===== src/rtl/background_pixel_writer.sv =====
// ============================================================================
// background_pixel_writer
//   Packs a raster-order stream of palette indices 8 per word (leftmost pixel in
//   the top byte) and writes the words sequentially into the background RAM.
//   Optional BG_WRITER_CLEAR_EN adds a clear mode that fills the whole frame.
// Revision: 1.0 - initial release
// ============================================================================
`default_nettype none

module background_pixel_writer #(
    parameter int IMG_W        = 320,
    parameter int IMG_H        = 240,
    parameter int PIX_W        = 8,
    parameter int PIX_PER_WORD = 8,
    parameter int ADDR_W       = 14
) (
    input  logic                          clock,
    input  logic                          reset_n,
    input  logic                          start,
    input  logic [PIX_W-1:0]              pix_data,
    input  logic                          pix_valid,
    output logic                          pix_ready,
    output logic                          wr_en,
    output logic [ADDR_W-1:0]             wr_addr,
    output logic [PIX_W*PIX_PER_WORD-1:0] wr_data,
    input  logic                          wr_ready,
    output logic                          busy,
    output logic                          done
`ifdef BG_WRITER_CLEAR_EN
    ,
    input  logic                          clear_req,
    input  logic [PIX_W-1:0]              clear_index
`endif
);

    localparam int WORD_W = PIX_W * PIX_PER_WORD;
    localparam int WORDS  = IMG_W * IMG_H / PIX_PER_WORD;
    localparam int SLOT_W = $clog2(PIX_PER_WORD);
    localparam int FILL_W = ADDR_W + 1;
    localparam logic [ADDR_W-1:0] LAST_ADDR = ADDR_W'(WORDS - 1);
    localparam logic [FILL_W-1:0] ALL_WORDS = FILL_W'(WORDS);
    localparam logic [SLOT_W-1:0] LAST_SLOT = SLOT_W'(PIX_PER_WORD - 1);

    typedef enum logic [1:0] {
        S_IDLE  = 2'd0,
        S_LOAD  = 2'd1,
        S_DONE  = 2'd2
`ifdef BG_WRITER_CLEAR_EN
        ,
        S_CLEAR = 2'd3
`endif
    } state_t;

    state_t              state_q, state_d;
    logic [WORD_W-1:0]   acc_q, acc_d;
    logic [SLOT_W-1:0]   slot_q, slot_d;
    logic                acc_full_q, acc_full_d;
    logic                out_valid_q, out_valid_d;
    logic [WORD_W-1:0]   out_data_q, out_data_d;
    logic [ADDR_W-1:0]   addr_q, addr_d;
    logic [FILL_W-1:0]   fill_q, fill_d;
`ifdef BG_WRITER_CLEAR_EN
    logic [PIX_W-1:0]    clr_q, clr_d;
`endif

    logic              w_wr_acc;
    logic              w_out_free;
    logic              w_pix_ready;
    logic              w_pix_acc;
    logic              w_last_pix;
    logic [WORD_W-1:0] w_word;

    // The output register can take a new word if empty or emptying this cycle.
    assign w_wr_acc    = out_valid_q && wr_ready;
    assign w_out_free  = !out_valid_q || wr_ready;
    assign w_pix_ready = (state_q == S_LOAD) && (fill_q != ALL_WORDS)
                         && !(acc_full_q && !w_out_free);
    assign w_pix_acc   = pix_valid && w_pix_ready;
    assign w_last_pix  = w_pix_acc && (slot_q == LAST_SLOT);
    assign w_word      = {acc_q[WORD_W-PIX_W-1:0], pix_data};

    always_comb begin
        state_d     = state_q;
        acc_d       = acc_q;
        slot_d      = slot_q;
        acc_full_d  = acc_full_q;
        out_valid_d = out_valid_q;
        out_data_d  = out_data_q;
        addr_d      = addr_q;
        fill_d      = fill_q;
`ifdef BG_WRITER_CLEAR_EN
        clr_d       = clr_q;
`endif

        if (w_wr_acc) begin
            out_valid_d = 1'b0;
            addr_d      = (addr_q == LAST_ADDR) ? '0 : addr_q + ADDR_W'(1);
        end

        if (acc_full_q && w_out_free) begin
            out_valid_d = 1'b1;
            out_data_d  = acc_q;
            acc_full_d  = 1'b0;
        end

        if (w_pix_acc) begin
            acc_d  = w_word;
            slot_d = w_last_pix ? '0 : slot_q + SLOT_W'(1);
            if (w_last_pix) begin
                fill_d = fill_q + FILL_W'(1);
                // A completed word bypasses the accumulator when the skid is free.
                if (w_out_free) begin
                    out_valid_d = 1'b1;
                    out_data_d  = w_word;
                end else begin
                    acc_full_d  = 1'b1;
                end
            end
        end

`ifdef BG_WRITER_CLEAR_EN
        if ((state_q == S_CLEAR) && w_out_free && (fill_q != ALL_WORDS)) begin
            out_valid_d = 1'b1;
            out_data_d  = {PIX_PER_WORD{clr_q}};
            fill_d      = fill_q + FILL_W'(1);
        end
`endif

        unique case (state_q)
            S_IDLE: begin
`ifdef BG_WRITER_CLEAR_EN
                if (clear_req) begin
                    state_d = S_CLEAR;
                    clr_d   = clear_index;
                    fill_d  = '0;
                end else
`endif
                if (start) begin
                    state_d = S_LOAD;
                    fill_d  = '0;
                end
            end
            S_DONE: state_d = S_IDLE;
            default: begin
                if (w_wr_acc && (addr_q == LAST_ADDR)) state_d = S_DONE;
            end
        endcase
    end

    always_ff @(posedge clock or negedge reset_n) begin
        if (!reset_n) begin
            state_q     <= S_IDLE;
            acc_q       <= '0;
            slot_q      <= '0;
            acc_full_q  <= 1'b0;
            out_valid_q <= 1'b0;
            out_data_q  <= '0;
            addr_q      <= '0;
            fill_q      <= '0;
`ifdef BG_WRITER_CLEAR_EN
            clr_q       <= '0;
`endif
        end else begin
            state_q     <= state_d;
            acc_q       <= acc_d;
            slot_q      <= slot_d;
            acc_full_q  <= acc_full_d;
            out_valid_q <= out_valid_d;
            out_data_q  <= out_data_d;
            addr_q      <= addr_d;
            fill_q      <= fill_d;
`ifdef BG_WRITER_CLEAR_EN
            clr_q       <= clr_d;
`endif
        end
    end

    assign pix_ready = w_pix_ready;
    assign wr_en     = out_valid_q;
    assign wr_addr   = addr_q;
    assign wr_data   = out_data_q;
    assign done      = (state_q == S_DONE);
`ifdef BG_WRITER_CLEAR_EN
    assign busy      = (state_q == S_LOAD) || (state_q == S_CLEAR);
`else
    assign busy      = (state_q == S_LOAD);
`endif

endmodule

`default_nettype wire


===== config.mk =====
export PLATFORM = sky130hd
export DESIGN_NAME = background_pixel_writer
export DESIGN_NICKNAME = d
export VERILOG_FILES = /design/src/rtl/background_pixel_writer.sv
export SDC_FILE = /design/constraint.sdc
export NUM_CORES = 1
export LEC_CHECK = 0
export ABC_AREA = 1
export BUFFER_PORTS_ARGS = -buffer_cell sky130_fd_sc_hd__buf_2
export CAP_MARGIN = 20
export CORE_UTILIZATION = 40
export DETAILED_ROUTE_END_ITERATION = 16
export SETUP_SLACK_MARGIN = 0.1
export SKIP_LAST_GASP = 1
export SYNTH_ARGS = -nofsm -noshare
export SYNTH_HDL_FRONTEND = slang
export SYNTH_SLANG_ARGS = --single-unit

===== constraint.sdc =====
create_clock -name clock -period 1.95 [get_ports clock]
set_input_delay 0.39 -clock clock [delete_from_list [all_inputs] [get_ports clock]]
set_output_delay 0.39 -clock clock [all_outputs]
set_load 0.005 [all_outputs]

==> out/results.ini <==
[outcome]
status=complete, no violations

[critical_path]
crit_type=reg2out
crit_path_end_kind=primary output
crit_required_ns=1.56
crit_chain=inv_2, ha_1, inv_1, nor2_1, nand2_1, nor2_4, a21oi_4, buf_6
r2r-end=wr_data[25]$_DFF_PN0_
crit_path_max_fanout=2
reg2reg_slack_ns=0.06
cp_slowest_stage_delay_ns=0.39
critPathBufInv=3
reg2reg_depth=14
crit_start=fill_q[0]$_DFF_PN0_
rr_startpoint=fill_q[0]$_DFF_PN0_
slowest_stage=dfrtp_1
crit_path_start_kind=flip-flop
critPathTopFamily=flip-flops
cp_data_arrival_time_ns=1.53

[synthesis]
netlist_area_um2=7700
yosysMostFrequentCell=nand2_1
yosysUniqueCellTypes=28
yosys_warnings=0
synth_common_cells=306 x nand2_1, 164 x dfrtp_1, 164 x o21ai_0
synth-seq-cells=164
async_flop_share_pct=100
yosysTopAreaCell=dfrtp_1
yosys-top-cells-area=dfrtp_1 53%, nand2_1 15%, o21ai_0 11%, inv_1 4.7%, o21ai_1 2.2%
synth_edf_count=0
syn_avg_cell_area_um2=8.15
ys_seq_area_share_pct=53.3
synth_top_area_share_pct=53.3
syn_inst=945
synth_nets=963
synthFlopType=dfrtp_1

[global_route]
grt_max_degree=65
grt_pass1_vias=5984
grt_usage_pct=19.2
grt_first_pass_wirelength_um=30000
antenna_found_initial=0
gr-total-overflow=0

[final_layout]
regArea_um2=4100
diodes=0
syn_to_final_growth_pct=20.8
n_fill_cell=1867
fin_cells=1293
multi_input_area_um2=2960
drive_above_1_share_pct=17.8
final_nets=1064

[timing]
min_period_ns=1.92
clock.fmax_ghz=0.522
slew_headroom_pct=59.1
hold_viol_final=0
final-setup-viol-count=0
layout_setup_ws_ns=0.0328
rsz0062_at_grt=true
min_period_over_period_pct=98.3
slew_viol_final=0
worst_slew_pin_slew_ns=0.612
skew_ns=0.0104

[floorplanning]
initial_core_util_pct=41.0
fp.dieW_um=141
rows=50
die-height_um=141
dieArea_um2=19800
pin_count=95
core_um2=18800

[clocking]
cts_buffer_depth=2
cts_tree=done
worstSkewPairLatency_ns=0.43
cts.clk_slew.worst_paths_ns=0.06
htree_levels=4
cts_buffers=17
cts_root_buf=clkbuf_16
cts_sinks=164

[drt]
ant_nets=0
drt_wl_total_um=18800
via_count=6257
first_iter_violations=341
drc=0
routedWlPerCell_um=14.6
viasPerCell=4.84
drtPass1Iterations=5

[power]
pwr-share-clk_pct=47.6
leakage_nw=4.76
p_int_w=0.00524
switching_share_pct=22.4
power.share.sequential_pct=50.6
p_per_area_nw_per_um2=726
combPwrFrac_pct=1.8
p_switching_w=0.00151
peakVddDrop_uv=545

[min_path]
whs_path_depth=3
hp-start=pix_data[6]
hp-class=in2reg
holdPathEnd=wr_data[6]$_DFF_PN0_

[flow_run]
cap_violations=0

[place]
io_buffers=94
dp_hpwl_um=12100
routabilityCongestion=0.791
pre_cts_ws_ns=0.0811
dp_cells=1243

-- metrics by stage --
stage               power, W  setup TNS [ns]  cell area, um2  hold WS [ns]  utilization [%]
global route         0.00697          -0.934            9300         0.179             49.6
global placement     0.00360               0            8450         0.260             45.0
finish               0.00676               0            9300         0.181             49.6
CTS                  0.00684               0            9070         0.167             48.3
floorplan            0.00349               0            7700        0.0944                -
detailed placement   0.00360               0            8450         0.260             45.0
-- cells by family after synthesis --
kind of cell,after synthesis,synth area share [%]
buf+inv,148,8.84
compound gates,214,14.1
mux,8,1.17
xor+xnor,9,1.02
simple gates,397,20.8
flops,164,53.3
fa+ha+maj,5,0.812
-- metal layers --
| layer | vias up | routed length, um | GRT usage (%) | part of all wire (%) |
|---|---|---|---|---|
| met2 | 115 | 8580 | 30.2 | 46 |
| met5 | - | 0 | 0 | 0 |
| met3 | 24 | 674 | 3.74 | 3.6 |
| met1 | 2904 | 9200 | 26.1 | 49 |
| met4 | 0 | 376 | 8.18 | 2.0 |
| li1 | 3214 | - | - | - |
-- power by group through the flow --
stage	registers [W]	logic, W	clock network (W)
floorplan	0.00348	0.0000143	0
finish	0.00341	0.000123	0.00322
global route	0.00341	0.000144	0.00341
detailed placement	0.00348	0.000126	0
global placement	0.00348	0.000127	0
CTS	0.00341	0.000128	0.00330
-- sequential cells by signal, summed over array words and instances, names as in the netlist --
name	flops
slot_q	3
wr_en	1
fill_q	15
wr_addr	14
acc_full_q	1
wr_data	64
acc_q	64
state_q	2
-- cells in the final DEF, fill, tap and decap left out, types with 2 or more instances in the layout --
cell type   instances
a21oi_1            15
buf_12             12
buf_2              92
buf_4              17
buf_6               3
buf_8               2
clkbuf_16          21
clkinv_2            3
clkinv_4            2
clkinvlp_4          5
dfrtp_1           164
ha_1                5
inv_1              95
inv_2               2
inv_6               2
mux2_2              8
nand2_1           304
nand3_1            24
nand3_4             2
nand4_1             4
nor2_1             40
nor2_2              4
nor2_4              4
nor3_1              8
nor3_2              2
o21ai_0           163
o21ai_1            35
xor2_1              8
-- layout make-up --
class,instances,share of cell area [%]
Clock inverter,14,1.39
Sequential cell,164,44.1
Inverter,98,3.98
Tap cell,234,3.15
Timing Repair Buffer,131,10.8
Clock buffer,18,4.72
Multi-Input combinational cell,634,31.9
-- worst max path at each step --
stage | slack, ns | depth (start not counted) | endpoint
floorplan | 0.29 | 12 | wr_data[58]$_DFF_PN0_
global placement | 0.13 | 12 | slot_q[0]$_DFFE_PN0N_
detailed placement | 0.08 | 12 | slot_q[0]$_DFFE_PN0N_
CTS | 0.02 | 8 | pix_ready
global route | -0.04 | 8 | pix_ready
finish | 0.03 | 8 | pix_ready
-- worst reg2reg max path: stages (launching register included) --
cell and delay [ns]:
dfrtp_1 0.36, inv_2 0.05, ha_1 0.18, inv_1 0.06, nor2_1 0.04, nand2_1 0.10
nor2_4 0.05, a21oi_4 0.15, buf_4 0.13, nand3_4 0.10, nor2_4 0.16, buf_12 0.16
clkbuf_16 0.16, nand2_1 0.05, nand2_1 0.07
-- timing repair --
action | 4_1_cts | 5_1_grt
setup endpoints to repair | 26 | 119
hold buffers | 1 | 0
gates resized for setup | 2 | 15
endpoints found under the hold margin | 18 | 0
setup buffers | 4 | 7
gates cloned | 0 | 6
pin swaps | 2 | 1
Note: power is estimated with default switching activity, not from simulation.
